**src/rtl/systolic_pkg.sv**
```systemverilog
// systolic_pkg: shared FSM states, default dimensions and result latency for the systolic array controller
package systolic_pkg;
    localparam int N_DEF = 4;
    localparam int KW_DEF = 8;
    typedef enum logic [2:0] {IDLE, LOAD_W, FEED, DRAIN, DONE} state_t;
    function automatic int res_lat(input int n);
        return 2 * n - 1;
    endfunction
endpackage

```
**src/rtl/systolic_ctrl_if.sv**
```systemverilog
// systolic_ctrl_if: job request, buffer read and result write signals of systolic_ctrl
// perf_cycles exists only when SYSTOLIC_CTRL_PERF_EN is defined
interface systolic_ctrl_if import systolic_pkg::*; #(
    parameter int N = N_DEF,
    parameter int KW = KW_DEF
) ();
    logic start;
    logic [KW-1:0] k_len;
    logic busy;
    logic done;
    logic control;
    logic wt_rd_en;
    logic [$clog2(N)-1:0] wt_rd_addr;
    logic data_rd_en;
    logic [KW-1:0] data_rd_addr;
    logic res_vld;
    logic [KW-1:0] res_addr;
`ifdef SYSTOLIC_CTRL_PERF_EN
    logic [31:0] perf_cycles;
`endif
    modport master (
        output start, k_len,
        input busy, done, control, wt_rd_en, wt_rd_addr, data_rd_en, data_rd_addr, res_vld, res_addr
`ifdef SYSTOLIC_CTRL_PERF_EN
        , perf_cycles
`endif
    );
    modport slave (
        input start, k_len,
        output busy, done, control, wt_rd_en, wt_rd_addr, data_rd_en, data_rd_addr, res_vld, res_addr
`ifdef SYSTOLIC_CTRL_PERF_EN
        , perf_cycles
`endif
    );
endinterface

```
**src/rtl/systolic_delay.sv**
```systemverilog
// systolic_delay: DEPTH-stage 1-bit shift register with synchronous reset
module systolic_delay #(
    parameter int DEPTH = 7
) (
    input logic clk,
    input logic rst,
    input logic d,
    output logic q
);
    logic [DEPTH-1:0] sr;
    always_ff @(posedge clk) begin
        if (rst) sr <= '0;
        else sr <= DEPTH'({sr, d});
    end
    assign q = sr[DEPTH-1];
endmodule

```
**src/rtl/systolic_ctrl.sv**
```systemverilog
// systolic_ctrl: sequences weight load, vector feed and drain of an NxN systolic array
// optional SYSTOLIC_CTRL_PERF_EN adds a busy-cycle counter for the last job
module systolic_ctrl import systolic_pkg::*; #(
    parameter int N = N_DEF,
    parameter int KW = KW_DEF
) (
    input logic clk,
    input logic rst,
    systolic_ctrl_if.slave bus
);
    localparam int RL = res_lat(N);
    localparam int DW = $clog2(RL + 1);
    localparam int AW = $clog2(N);
    state_t state;
    logic [KW-1:0] klen_q;
    logic [DW-1:0] dcnt;
    logic drain_last;
    assign drain_last = (state == DRAIN) && (dcnt == DW'(RL - 1));
    always_ff @(posedge clk) begin
        if (rst) begin
            state <= IDLE;
            klen_q <= '0;
            dcnt <= '0;
            bus.busy <= 1'b0;
            bus.done <= 1'b0;
            bus.control <= 1'b0;
            bus.wt_rd_en <= 1'b0;
            bus.wt_rd_addr <= '0;
            bus.data_rd_en <= 1'b0;
            bus.data_rd_addr <= '0;
            bus.res_addr <= '0;
        end else begin
            bus.done <= 1'b0;
            bus.res_addr <= drain_last ? '0 : bus.res_vld ? bus.res_addr + KW'(1) : bus.res_addr;
            case (state)
                IDLE: if (bus.start) begin
                    bus.busy <= 1'b1;
                    if (bus.k_len == '0) begin
                        state <= DONE;
                        bus.done <= 1'b1;
                    end else begin
                        state <= LOAD_W;
                        klen_q <= bus.k_len;
                        bus.control <= 1'b1;
                        bus.wt_rd_en <= 1'b1;
                        bus.wt_rd_addr <= AW'(N - 1);
                    end
                end
                // weights are pushed bottom row first so row 0 ends up nearest the inputs
                LOAD_W: if (bus.wt_rd_addr == '0) begin
                    state <= FEED;
                    bus.control <= 1'b0;
                    bus.wt_rd_en <= 1'b0;
                    bus.data_rd_en <= 1'b1;
                    bus.data_rd_addr <= '0;
                end else begin
                    bus.wt_rd_addr <= bus.wt_rd_addr - AW'(1);
                end
                FEED: if (bus.data_rd_addr == klen_q - KW'(1)) begin
                    state <= DRAIN;
                    bus.data_rd_en <= 1'b0;
                    dcnt <= '0;
                end else begin
                    bus.data_rd_addr <= bus.data_rd_addr + KW'(1);
                end
                DRAIN: if (drain_last) begin
                    state <= DONE;
                    bus.done <= 1'b1;
                end else begin
                    dcnt <= dcnt + DW'(1);
                end
                DONE: begin
                    state <= IDLE;
                    bus.busy <= 1'b0;
                end
                default: state <= IDLE;
            endcase
        end
    end
    systolic_delay #(.DEPTH(RL)) u_delay (
        .clk(clk),
        .rst(rst),
        .d(bus.data_rd_en),
        .q(bus.res_vld)
    );
`ifdef SYSTOLIC_CTRL_PERF_EN
    always_ff @(posedge clk) begin
        if (rst) bus.perf_cycles <= '0;
        else bus.perf_cycles <= (state == IDLE && bus.start) ? '0 : bus.busy ? bus.perf_cycles + 32'd1 : bus.perf_cycles;
    end
`endif
endmodule

```
**src/flat_wrapper.sv**
```systemverilog
// flat-port wrapper written by rule: the top's interface ports become plain ports
module systolic_ctrl_flat import systolic_pkg::*;
#(
    parameter int N = N_DEF,
    parameter int KW = KW_DEF
)
  (clk, rst, bus_start, bus_k_len, bus_busy, bus_done, bus_control, bus_wt_rd_en, bus_wt_rd_addr, bus_data_rd_en, bus_data_rd_addr, bus_res_vld, bus_res_addr);
  systolic_ctrl_if #(.N(N), .KW(KW)) bus_i ();
  input logic clk;
  input logic rst;
  input wire logic [$bits(bus_i.start)-1:0] bus_start;
  input wire logic [$bits(bus_i.k_len)-1:0] bus_k_len;
  output wire logic [$bits(bus_i.busy)-1:0] bus_busy;
  output wire logic [$bits(bus_i.done)-1:0] bus_done;
  output wire logic [$bits(bus_i.control)-1:0] bus_control;
  output wire logic [$bits(bus_i.wt_rd_en)-1:0] bus_wt_rd_en;
  output wire logic [$bits(bus_i.wt_rd_addr)-1:0] bus_wt_rd_addr;
  output wire logic [$bits(bus_i.data_rd_en)-1:0] bus_data_rd_en;
  output wire logic [$bits(bus_i.data_rd_addr)-1:0] bus_data_rd_addr;
  output wire logic [$bits(bus_i.res_vld)-1:0] bus_res_vld;
  output wire logic [$bits(bus_i.res_addr)-1:0] bus_res_addr;
  assign bus_i.start = bus_start;
  assign bus_i.k_len = bus_k_len;
  assign bus_busy = bus_i.busy;
  assign bus_done = bus_i.done;
  assign bus_control = bus_i.control;
  assign bus_wt_rd_en = bus_i.wt_rd_en;
  assign bus_wt_rd_addr = bus_i.wt_rd_addr;
  assign bus_data_rd_en = bus_i.data_rd_en;
  assign bus_data_rd_addr = bus_i.data_rd_addr;
  assign bus_res_vld = bus_i.res_vld;
  assign bus_res_addr = bus_i.res_addr;
  systolic_ctrl #(.N(N), .KW(KW)) u_core (.clk(clk), .rst(rst), .bus(bus_i));
endmodule
```
**config.mk**
```make
export PLATFORM = sky130hd
export DESIGN_NAME = systolic_ctrl_flat
export DESIGN_NICKNAME = d
export VERILOG_FILES = /design/src/rtl/systolic_pkg.sv /design/src/rtl/systolic_ctrl_if.sv /design/src/rtl/systolic_delay.sv /design/src/rtl/systolic_ctrl.sv /design/src/flat_wrapper.sv
export SDC_FILE = /design/constraint.sdc
export NUM_CORES = 1
export LEC_CHECK = 0
export BUFFER_PORTS_ARGS = -buffer_cell sky130_fd_sc_hd__buf_2
export CORE_ASPECT_RATIO = 0.9
export CORE_MARGIN = 2
export CORE_UTILIZATION = 59
export DETAILED_ROUTE_END_ITERATION = 10
export PLACE_DENSITY_LB_ADDON = 0.1
export SKIP_CTS_REPAIR_TIMING = 1
export SLEW_MARGIN = 20
export SYNTH_ARGS = -nofsm -noshare
export SYNTH_HDL_FRONTEND = slang
export SYNTH_SLANG_ARGS = --single-unit
```
**constraint.sdc**
```tcl
create_clock -name clk -period 3.45 [get_ports clk]
set_input_delay 0.1725 -clock clk [delete_from_list [all_inputs] [get_ports clk]]
set_output_delay 0.1725 -clock clk [all_outputs]
set_load 0.05 [all_outputs]
```
# Word level (Yosys, flattened, before mapping)

Cells that the tools add are included.

Output and inout port bits: 24
Register bits after elaboration: 43
Logic and storage cells: 77

Mux-type cells: 29
Add/subtract/negate cells: 5
Bitwise gates (word level): 1
Equal/unequal tests: 14
Reduce and logical (&&, ||, !) cells: 17

Operator list:

| operator            | number |
|---|---|
| $mux 3              | 7 |
| $add 8x1->8 const B | 2 |
| $mux 8              | 2 |
| $pmux 8 s2          | 1 |
| $pmux 3 s4          | 1 |
| $reduce_and 3->1    | 4 |
| $reduce_and 4->1    | 3 |
| $ne 2x2->1 const B  | 5 |
| $mux 1              | 9 |
| $eq 8x8->1          | 1 |
| $logic_not 8->1     | 1 |
| $pmux 1 s2          | 4 |
| $reduce_bool 2->1   | 4 |
| $sub 8x1->8 const B | 1 |
| $eq 3x2->1 const B  | 2 |
| $eq 3x3->1 const B  | 2 |
| $mux 2              | 3 |
| $ne 2x1->1 const B  | 3 |
| $pmux 3 s2          | 1 |
| $pmux 2 s2          | 1 |
| $add 3x1->3 const B | 1 |
| $eq 3x1->1 const B  | 1 |
| $logic_not 3->1     | 1 |
| $logic_not 2->1     | 1 |
| other kinds (5)     | 5 |

# Longest topological paths before layout

Gate-level depths: netlist of run 1.

Depth after elaboration: 4
Mapped depth: 9
Gate-level depth less buffers: 9

# Cells and area by module

Synthesis of run 1 repeated with hierarchy kept, for this count alone.

Cell total of the unflattened synthesis: 243
Area, all modules: 2,149.6 um2

By module, submodules not included:

| module         | area an instance (um2) | cells an instance | times used |
|---|---|---|---|
| systolic_ctrl  | 1,965.6                | 229               | 1 |
| systolic_delay | 183.9                  | 14                | 1 |

# Worst setup path before layout of run 1

No wires, ideal clock.

Kind: register to register
Start point: register u_core.bus.data_rd_addr[2]
End point: register u_core.bus.data_rd_addr[4]
Required time: 3.335 ns
Path slack: 1.145 ns
Clock period less this slack: 2.305 ns
Stages on the path, launching flop included: 8
Data arrival time: 2.191 ns
Setup time: 0.115 ns
Path through: dfxtp_1 -> xnor2_1 -> xnor2_1 -> or4_4 -> a31oi_4 -> a211oi_1 -> and3_1 -> o21a_1

Cells in the longest elaborated chain, start to end: 3
Elaborated cells between the ends (all ways): 6
Classes of those cells: 1 x add/sub; 2 x eq/ne; 2 x mux; 1 x reduce/logical

RTL lines:

| element                                        | line                                     | RTL |
|---|---|---|
| start, declared                                | systolic_ctrl_if.sv:30                   | `output busy, done, control, wt_rd_en, wt_rd_addr, data_rd_en, data_rd_addr, res_vld, res_addr` |
| start signal, assigned                         | systolic_ctrl.sv:64                      | `bus.data_rd_addr <= bus.data_rd_addr + KW'(1);` |
| $add 8x1->8 or $eq 8x8->1 (tied branches)      | systolic_ctrl.sv:64, systolic_ctrl.sv:59 |  |
| $mux 8 or $ne 2x2->1 (tied branches)           | --                                       |  |
| $pmux 8 s2 or $reduce_and 3->1 (tied branches) | --                                       |  |

Several ways; a longest one is shown, not always the timed one. The select of a mux whose other input is x is not followed.
A chain may end at the register's enable or synchronous reset.

# Final worst setup path of run 1

Start point: register u_core.klen_q[0]
End point: register u_core.bus.data_rd_addr[4]

Cells in the longest elaborated chain, start to end: 4

RTL lines:

| element                           | line                | RTL |
|---|---|---|
| start, declared                   | systolic_ctrl.sv:15 | `logic [KW-1:0] klen_q;` |
| start signal, assigned            | systolic_ctrl.sv:43 | `klen_q <= bus.k_len;` |
| $sub 8x1->8                       | systolic_ctrl.sv:59 | `FEED: if (bus.data_rd_addr == klen_q - KW'(1)) begin` |
| $eq 8x8->1                        | systolic_ctrl.sv:59 |  |
| $ne 2x2->1 (no source line)       | --                  |  |
| $reduce_and 3->1 (no source line) | --                  |  |

No other way between the ends.

==> results of run 1 <==
flip-flops by register name, summed over array words and instances (netlist names):
name,cells
u_core.state,3
u_core.bus.data_rd_addr,8
u_core.klen_q,8
u_core.u_delay.sr,7
u_core.bus.data_rd_en,1
u_core.bus.done,1
u_core.dcnt,3
u_core.bus.res_addr,8
u_core.bus.wt_rd_addr,2
u_core.bus.busy,1
u_core.bus.control,1
cell usage after synthesis (2+ instances only):
| master | count | area share |
|---|---|---|
| and3_1 | 2 | 0.0060 |
| ha_1 | 6 | 0.036 |
| a2111oi_2 | 2 | 0.014 |
| nor3_1 | 9 | 0.022 |
| or2_2 | 2 | 0.0060 |
| nand2b_1 | 7 | 0.021 |
| xor2_1 | 8 | 0.034 |
| nor2_1 | 24 | 0.043 |
| and2_1 | 2 | 0.0060 |
| inv_1 | 7 | 0.013 |
| nand2_1 | 17 | 0.031 |
| mux2i_1 | 14 | 0.067 |
| nand3b_1 | 3 | 0.011 |
| nor2b_1 | 9 | 0.027 |
| a21oi_1 | 10 | 0.024 |
| clkbuf_1 | 5 | 0.0090 |
| nand3_1 | 10 | 0.024 |
| nand4_1 | 6 | 0.018 |
| nor4_1 | 2 | 0.0060 |
| dfxtp_1 | 43 | 0.41 |
| xnor2_1 | 11 | 0.046 |
| a211oi_1 | 4 | 0.014 |
cells by family after synthesis:
kind of cell               count (synthesis)  synth area share
and+or+nand+nor                          100             0.250
DFF                                       43             0.413
AOI/OAI and AO/OA                         29             0.117
xor gates and xnor gates                  19            0.0799
buffers and inverters                     15            0.0294
muxes                                     15            0.0745
adders and majority gates                  6            0.0361
final timing paths:
| check | to | slack, ps |
|---|---|---|
| setup / recovery | u_core.bus.data_rd_addr[4] | 1100 |
| hold / removal | u_core.klen_q[3] | 120 |
| hold reg to reg | u_core.u_delay.sr[5] | 440 |
| setup reg to reg | u_core.bus.data_rd_addr[4] | 1100 |
per-layer routing:
metal | share of wire | wire, um | global-route usage | vias up
li1 | - | - | - | 857
met1 | 0.51 | 2030 | 0.298 | 788
met2 | 0.43 | 1720 | 0.337 | 39
met3 | 0.049 | 196 | 0.0519 | 6
met4 | 0.014 | 57 | 0.0875 | 0
met5 | 0 | 0 | 0 | -
worst max-delay path, delay by kind of cell (launching register included):
kind | cells | cell delay [ps]
AND/OR/NAND/NOR | 2 | 730
AO/OA/AOI/OAI | 3 | 550
flip-flops | 1 | 430
XOR/XNOR | 2 | 270
adder cells (fa/ha/maj) | 1 | 210
buffers and inverters | 1 | 70
report_power, final:
| group | leakage [nW] | switching [mW] | internal (mW) | total [mW] |
|---|---|---|---|---|
| Sequential | 0.349 | 0.0286 | 0.518 | 0.547 |
| Combinational | 0.607 | 0.129 | 0.0808 | 0.210 |
| Clock | 0.0654 | 0.168 | 0.289 | 0.457 |
| Total | 1.02 | 0.326 | 0.888 | 1.21 |
area by class of cell:
class | count | area (um^2)
Clock buffer | 6 | 72.6
Clock inverter | 2 | 60.1
Fill cell | 293 | 967
Inverter | 7 | 26.3
Multi-Input combinational cell | 169 | 1170
Sequential cell | 43 | 861
Tap cell | 44 | 55.1
Timing Repair Buffer | 34 | 170
stage by stage:
step	instance area (um^2)	worst slack, ps
2_1_floorplan	2080	1140
3_3_place_gp	2280	1170
3_5_place_dp	2280	1100
4_1_cts	2410	1090
5_1_grt	2410	994
6_report	2410	1100
==> impl_metrics.yaml, run 1 <==
outcome:
  outcome: "complete, no violations"
die:
  floorplan.initialDensity: 0.616
  design.die.area_mm2: 0.00402
  dieWidth_um: 66.6
  rows: 20
  core_area_mm2: 0.00338
  die_h_um: 60.4
  num_io_pins: 35
worst_hold_path:
  hp-start: "bus_k_len[3]"
  min_path_cells: 3
  hp-class: "input pin to flop"
synth:
  syn-num-nets: 244
  yosysSeqAreaShare: 0.413
  synthArstFlopShare: 0
  ys_ff_latch: 43
  avgSynthCellArea_um2: 9.17
  synth-edff-count: 0
  synthFlopType: "dfxtp_1"
  syn_area_mm2: 0.00208
  synthesis.instances: 227
  yosysWarnings: 0
  yosysUniqueCellTypes: 46
place:
  placed_cells: 297
  portBuffers: 34
  post-dp-hpwl_mm: 2.86
  gp_congestion: 0.829
grt:
  antenna_found_initial: 0
  track_usage: 0.218
  first_global_vias: 1466
  grt_pass1_wl_mm: 6.58
  gr-total-overflow: 0
  grt_start_max_net_pins: 29
finish:
  final_cell_mix: "43 x dfxtp_1, 34 x buf_2, 24 x nor2_1"
  antenna_cells: 0
  fin_cells: 305
  finish.utilization: 0.714
  areaGrowthSynthToFinish_pct: 15.8
  final_layout_size_suffix_gt1_frac: 0.211
  fin_nets: 277
  final_common_cell: "dfxtp_1"
power_and_ir_drop:
  irDropWorstVdd_mv: 0.324
  power.leakage_nw: 1.02
  power_mw: 1.21
  p_per_area_mw_per_mm2: 504
sta:
  whs_ps: 123
  slew_viol_final: 0
  tightestPinTransition_ps: 1030
  finalSetupTns_ps: 0
  hold_viol: 0
  max_freq_ghz: 0.426
  setup_viol: 0
  grt_setup_unrepaired: "no"
  period_needed_ps: 2350
  fin_skew_ps: 7.98
  period_share: 0.681
  relSlewSlack: 0.314
critical_path:
  worstPathRequired_ps: 3650
  crit_arrival_ps: 2550
  worstReg2RegStart: "u_core.klen_q[0]"
  crit_path_end_kind: "flop"
  startpoint: "u_core.klen_q[0]"
  crit_slowest_cell: "or4_4"
  crit_top_cell: "xnor2_1"
  crit_chain: "inv_1 -> ha_1 -> xnor2_1 -> xnor2_1 -> or4_4 -> a31oi_4 -> a211oi_1 -> and3_1 -> o21a_1"
  crit_path_start_kind: "flop"
  cp_max_fo: 6
  slowest_delay_ps: 500
  rr_worst_depth: 9
  criticalPathCategory: "flop to flop"
cts:
  cts_buffers: 5
  cts.sinks: 43
  cts_tree: "yes"
  cts_root_buffer: "clkbuf_8"
  clk_pin_slew_ps: 80
  clockBufferDepth: 2
  cts_max_level: 2
  clk_latency_ps: 300
detailed_routing:
  drc: 0
  wl_per_cell_um: 13.1
  drt_iter0_drc: 75
  vias_per_cell: 5.54
  wirelength_mm: 4.01
  vias: 1690
  drt_first_pass_iters: 4
  antenna_left: 0
flow_run:
  cap_violations: 0
No activity file was read; power rests on OpenSTA's default activity.
==> run 2, diff against run 1 <==
--- a/config.mk
+++ b/config.mk
@@ -8,7 +8,7 @@
 export BUFFER_PORTS_ARGS = -buffer_cell sky130_fd_sc_hd__buf_2
 export CORE_ASPECT_RATIO = 0.9
 export CORE_MARGIN = 2
-export CORE_UTILIZATION = 59
+export CORE_UTILIZATION = 50
 export DETAILED_ROUTE_END_ITERATION = 10
 export PLACE_DENSITY_LB_ADDON = 0.1
 export SKIP_CTS_REPAIR_TIMING = 1
==> constraint.sdc (replaced) <==
create_clock -name clk -period 2.15 [get_ports clk]
set_input_delay 0.1075 -clock clk [delete_from_list [all_inputs] [get_ports clk]]
set_output_delay 0.1075 -clock clk [all_outputs]
set_load 0.05 [all_outputs]
==> run 2 against run 1 <==
Clock power up 33%. The run now ends with setup timing left. Cell area up 4.0%. Via count up 0.24%.
==> impl_metrics.yaml, run 2 (same netlist as run 1, synthesis figures left out) <==
detailed_routing:
  vias: 1694
  drt_first_pass_iters: 4
  drt_iter0_drc: 127
  wirelength_mm: 4.06
  vias_per_cell: 5.36
  wl_per_cell_um: 12.9
  drc: 0
  antenna_left: 0
sta:
  period_needed_ps: 2180
  finalSetupTns_ps: -64.6
  max_freq_ghz: 0.458
  slew_viol_final: 0
  worst_slack_ps: -33.7
  fin_skew_ps: 9.86
  period_share: 1.02
  setup_viol: 4
  relSlewSlack: 0.623
  grt_setup_unrepaired: "yes"
  hold_viol: 0
  tightestPinTransition_ps: 561
critical_path:
  crit_path_start_kind: "flop"
  path_buf_inv: 1
  slowest_delay_ps: 510
  crit_arrival_ps: 2420
  startpoint: "u_core.klen_q[1]"
  crit_path_end_kind: "flop"
  cp_max_fo: 9
  criticalPathCategory: "flop to flop"
  crit_slowest_cell: "or4_4"
  crit_chain: "inv_2 -> ha_4 -> xnor2_2 -> xnor2_1 -> or4_4 -> a31oi_4 -> a21oi_4 -> mux2_4 -> nor2_2"
  worstReg2RegStart: "u_core.klen_q[1]"
  cp_top_family: "simple AND/OR/NAND/NOR gates"
  worstPathRequired_ps: 2380
die:
  num_io_pins: 35
  floorplan.initialDensity: 0.515
  dieWidth_um: 72.0
  core_area_mm2: 0.00405
  die_h_um: 65.2
  design.die.area_mm2: 0.00470
  rows: 22
finish:
  final_layout_size_suffix_gt1_frac: 0.284
  areaGrowthSynthToFinish_pct: 20.5
  final_common_cell: "dfxtp_1"
  fin_nets: 285
  regArea_um2: 870
  fin_cells: 316
  final_cell_mix: "36 x dfxtp_1, 34 x buf_2, 24 x nor2_1"
  multi_input_area_mm2: 0.00122
  nFillCells: 360
  antenna_cells: 0
  reg.largest.list: "u_core.bus.data_rd_addr x8, u_core.bus.res_addr x8, u_core.klen_q x8"
place:
  portBuffers: 34
  gp_congestion: 0.773
  placed_cells: 309
  post-dp-hpwl_mm: 2.94
cts:
  cts_tree: "yes"
  cts_max_level: 2
  clockBufferDepth: 2
  clk_pin_slew_ps: 80
  cts.sinks: 43
  cts_root_buffer: "clkbuf_8"
  cts_buffers: 5
  clk_latency_ps: 300
grt:
  grt_start_max_net_pins: 16
  first_global_vias: 1526
  grt_pass1_wl_mm: 7.13
  track_usage: 0.194
  gr-total-overflow: 0
  antenna_found_initial: 0
power_and_ir_drop:
  irDropWorstVdd_mv: 0.497
  power.leakage_nw: 1.07
  p_per_area_mw_per_mm2: 743
outcome:
  violations: "setup timing"
  outcome: "finished with violations"
worst_hold_path:
  hp-start: "bus_k_len[3]"
  hp-class: "input pin to flop"
flow_run:
  cap_violations: 0
## run 2: cell count changes in the layout (fill, tap and decap cells not counted), moves of 2 or more
cell | previous run | this run
buf_4 | 0 | 8
dfxtp_1 | 43 | 36
dfxtp_2 | 0 | 7
inv_1 | 7 | 5
inv_2 | 0 | 2
xnor2_1 | 11 | 9
xnor2_2 | 0 | 2
## run 2: layer usage
| metal | GRT usage | share of wire |
|---|---|---|
| met2 | 0.281 | 0.41 |
| met1 | 0.278 | 0.53 |
| met3 | 0.0383 | 0.044 |
| met5 | 0 | 0 |
| met4 | 0.0849 | 0.017 |
## run 2: power breakdown
part,internal (mW),switching (mW),total [mW],leakage (nW)
Sequential,0.832,0.0353,0.868,0.353
Combinational,0.156,0.231,0.388,0.661
Clock,0.341,0.269,0.609,0.0513
Total,1.33,0.535,1.86,1.07
## run 2: path summary, 6_finish.rpt
kind,endpoint,slack [ps],cells after the start
setup / recovery,u_core.bus.data_rd_addr[0],-30,9
hold / removal,u_core.klen_q[3],50,3
setup reg to reg,u_core.bus.data_rd_addr[0],-30,9
hold reg to reg,u_core.u_delay.sr[6],440,1
## run 2: area by class of cell
cell class,instances,area share
clock buffer,6,0.0289
clock inverter,1,0.0120
inverter,7,0.0105
multi-input combinational,169,0.486
sequential,43,0.347
tap,48,0.0239
timing repair buffer,42,0.0918
## run 2: worst reg2reg max path, cell delays in order (launching register included)
cell,delay (ps)
dfxtp_2,340
inv_2,40
ha_4,150
xnor2_2,120
xnor2_1,120
or4_4,510
a31oi_4,280
a21oi_4,150
mux2_4,330
nor2_2,70
## run 2: through the flow
stage / area (um^2) / hold slack (ps) / utilization / power, mW / setup slack [ps]
after floorplan: 2090 / 244 / - / 1.16 / 5.46
after global placement: 2360 / 358 / 0.582 / 1.25 / -46.5
after detailed placement: 2360 / 367 / 0.582 / 1.25 / -37.4
after CTS: 2460 / 47.7 / 0.608 / 1.86 / -72.4
after global routing: 2510 / 82.9 / 0.620 / 1.96 / -170
final: 2510 / 52.1 / 0.620 / 1.86 / -33.7
==> run 3, diff against run 2 <==
--- a/config.mk
+++ b/config.mk
@@ -11,6 +11,7 @@
 export CORE_UTILIZATION = 50
 export DETAILED_ROUTE_END_ITERATION = 10
 export PLACE_DENSITY_LB_ADDON = 0.1
+export RECOVER_POWER = 25
 export SKIP_CTS_REPAIR_TIMING = 1
 export SLEW_MARGIN = 20
 export SYNTH_ARGS = -nofsm -noshare
==> run 3 against run 2 <==
The flow still finishes with violations (setup timing). Sequential power about the same. Total power is 0.12% lower. Register-to-register slack about the same. Count of clock-buffer cells in the layout did not move. Wire length is 0.20% higher. Utilization is 0.19 points lower. Global-route usage unchanged. First-iteration DRC count down 4.7%. Maximum frequency barely moved. Via count increased by 0.18%. Critical path type unchanged.
==> impl_metrics.yaml, run 3 (same netlist as run 1, synthesis figures left out) <==
die:
  floorplan.initialDensity: 0.515
  design.die.area_mm2: 0.00470
  rows: 22
  dieWidth_um: 72.0
  die_h_um: 65.2
  core_area_mm2: 0.00405
  num_io_pins: 35
finish:
  final_common_cell: "dfxtp_1"
  multi_input_area_mm2: 0.00122
  finish.utilization: 0.618
  reg.largest.list: "u_core.bus.data_rd_addr x8, u_core.bus.res_addr x8, u_core.klen_q x8"
  finish.instance_area_mm2: 0.00250
  areaGrowthSynthToFinish_pct: 20.1
  final_cell_mix: "36 x dfxtp_1, 28 x buf_2, 24 x nor2_1"
  nFillCells: 363
  antenna_cells: 0
  fin_nets: 285
  final_layout_size_suffix_gt1_frac: 0.261
  regArea_um2: 870
detailed_routing:
  wirelength_mm: 4.07
  drc: 0
  vias: 1697
  vias_per_cell: 5.37
  drt_iter0_drc: 121
  wl_per_cell_um: 12.9
  antenna_left: 0
  drt_first_pass_iters: 4
critical_path:
  path_buf_inv: 1
  crit_path_end_kind: "flop"
  worstPathRequired_ps: 2380
  crit_arrival_ps: 2420
  startpoint: "u_core.klen_q[1]"
  crit_slowest_cell: "or4_4"
  cp_max_fo: 9
  crit_path_start_kind: "flop"
  criticalPathCategory: "flop to flop"
  crit_chain: "inv_2 -> ha_4 -> xnor2_2 -> xnor2_1 -> or4_4 -> a31oi_4 -> a21oi_4 -> mux2_4 -> nor2_2"
  worstReg2RegStart: "u_core.klen_q[1]"
  cp_top_family: "simple AND/OR/NAND/NOR gates"
  slowest_delay_ps: 510
sta:
  relSlewSlack: 0.610
  period_share: 1.02
  grt_setup_unrepaired: "yes"
  period_needed_ps: 2180
  fin_skew_ps: 9.84
  setup_viol: 4
  tightestPinTransition_ps: 588
  slew_viol_final: 0
  hold_viol: 0
  max_freq_ghz: 0.458
  worst_slack_ps: -33.9
cts:
  cts_tree: "yes"
  clockBufferDepth: 2
  clk_latency_ps: 300
  cts_buffers: 5
  cts.sinks: 43
  clk_pin_slew_ps: 80
  cts_max_level: 2
  cts_root_buffer: "clkbuf_8"
grt:
  gr-total-overflow: 0
  track_usage: 0.194
  antenna_found_initial: 0
  grt_pass1_wl_mm: 7.13
  first_global_vias: 1526
  grt_start_max_net_pins: 16
place:
  preCtsSetupSlack_ps: -37.4
  placed_area_mm2: 0.00236
  post-dp-hpwl_mm: 2.94
  portBuffers: 34
  gp_congestion: 0.773
flow_run:
  cap_violations: 0
power_and_ir_drop:
  irDropWorstVdd_mv: 0.496
  p_per_area_mw_per_mm2: 745
  power.leakage_nw: 1.04
worst_hold_path:
  hp-class: "input pin to flop"
  hp-start: "bus_k_len[3]"
outcome:
  violations: "setup timing"
  outcome: "finished with violations"
## run 3: final cells by class
| cell class | instances | share of cell area |
|---|---|---|
| multi-input cells | 169 | 0.488 |
| clock buffers | 6 | 0.0290 |
| clock inverters | 1 | 0.0120 |
| inverters | 7 | 0.0105 |
| well taps | 48 | 0.0240 |
| flip-flops and latches | 43 | 0.348 |
| repair buffers | 42 | 0.0890 |
## run 3: worst paths after layout
kind | to | slack, ps | depth (start not counted)
hold / removal | u_core.klen_q[3] | 50 | 3
hold reg to reg | u_core.u_delay.sr[6] | 440 | 1
setup reg to reg | u_core.bus.data_rd_addr[0] | -30 | 9
setup / recovery | u_core.bus.data_rd_addr[0] | -30 | 9
## run 3: worst reg2reg max path: cells and delay by family, from the launching register on
kind | cells | cell delay, ps
mux | 1 | 330
compound gates | 2 | 430
simple gates | 2 | 580
fa+ha+maj | 1 | 150
buf+inv | 1 | 40
xor+xnor | 2 | 240
flops | 1 | 340
## run 3: report_power, final
| part | switching, mW | internal, mW | leakage [nW] |
|---|---|---|---|
| Clock | 0.269 | 0.341 | 0.0513 |
| Sequential | 0.0356 | 0.833 | 0.353 |
| Combinational | 0.232 | 0.154 | 0.638 |
## run 3: per-stage QoR
stage                     TNS (ps)  power (mW)  hold WS, ps  cells
after global routing         -1430        1.95         82.9    316
after floorplan                  0        1.16          244    227
final                        -64.8        1.86         52.1    316
after CTS                     -509        1.86         47.7    316
after global placement        -148        1.25          358    309
after detailed placement      -139        1.25          367    309
## run 3: routing by layer
| layer | vias to the layer above | track usage | wire [um] |
|---|---|---|---|
| met1 | 780 | 0.278 | 2160 |
| met5 | - | 0 | 0 |
| met4 | 0 | 0.0849 | 70 |
| met3 | 7 | 0.0383 | 170 |
| met2 | 35 | 0.281 | 1670 |
| li1 | 875 | - | - |
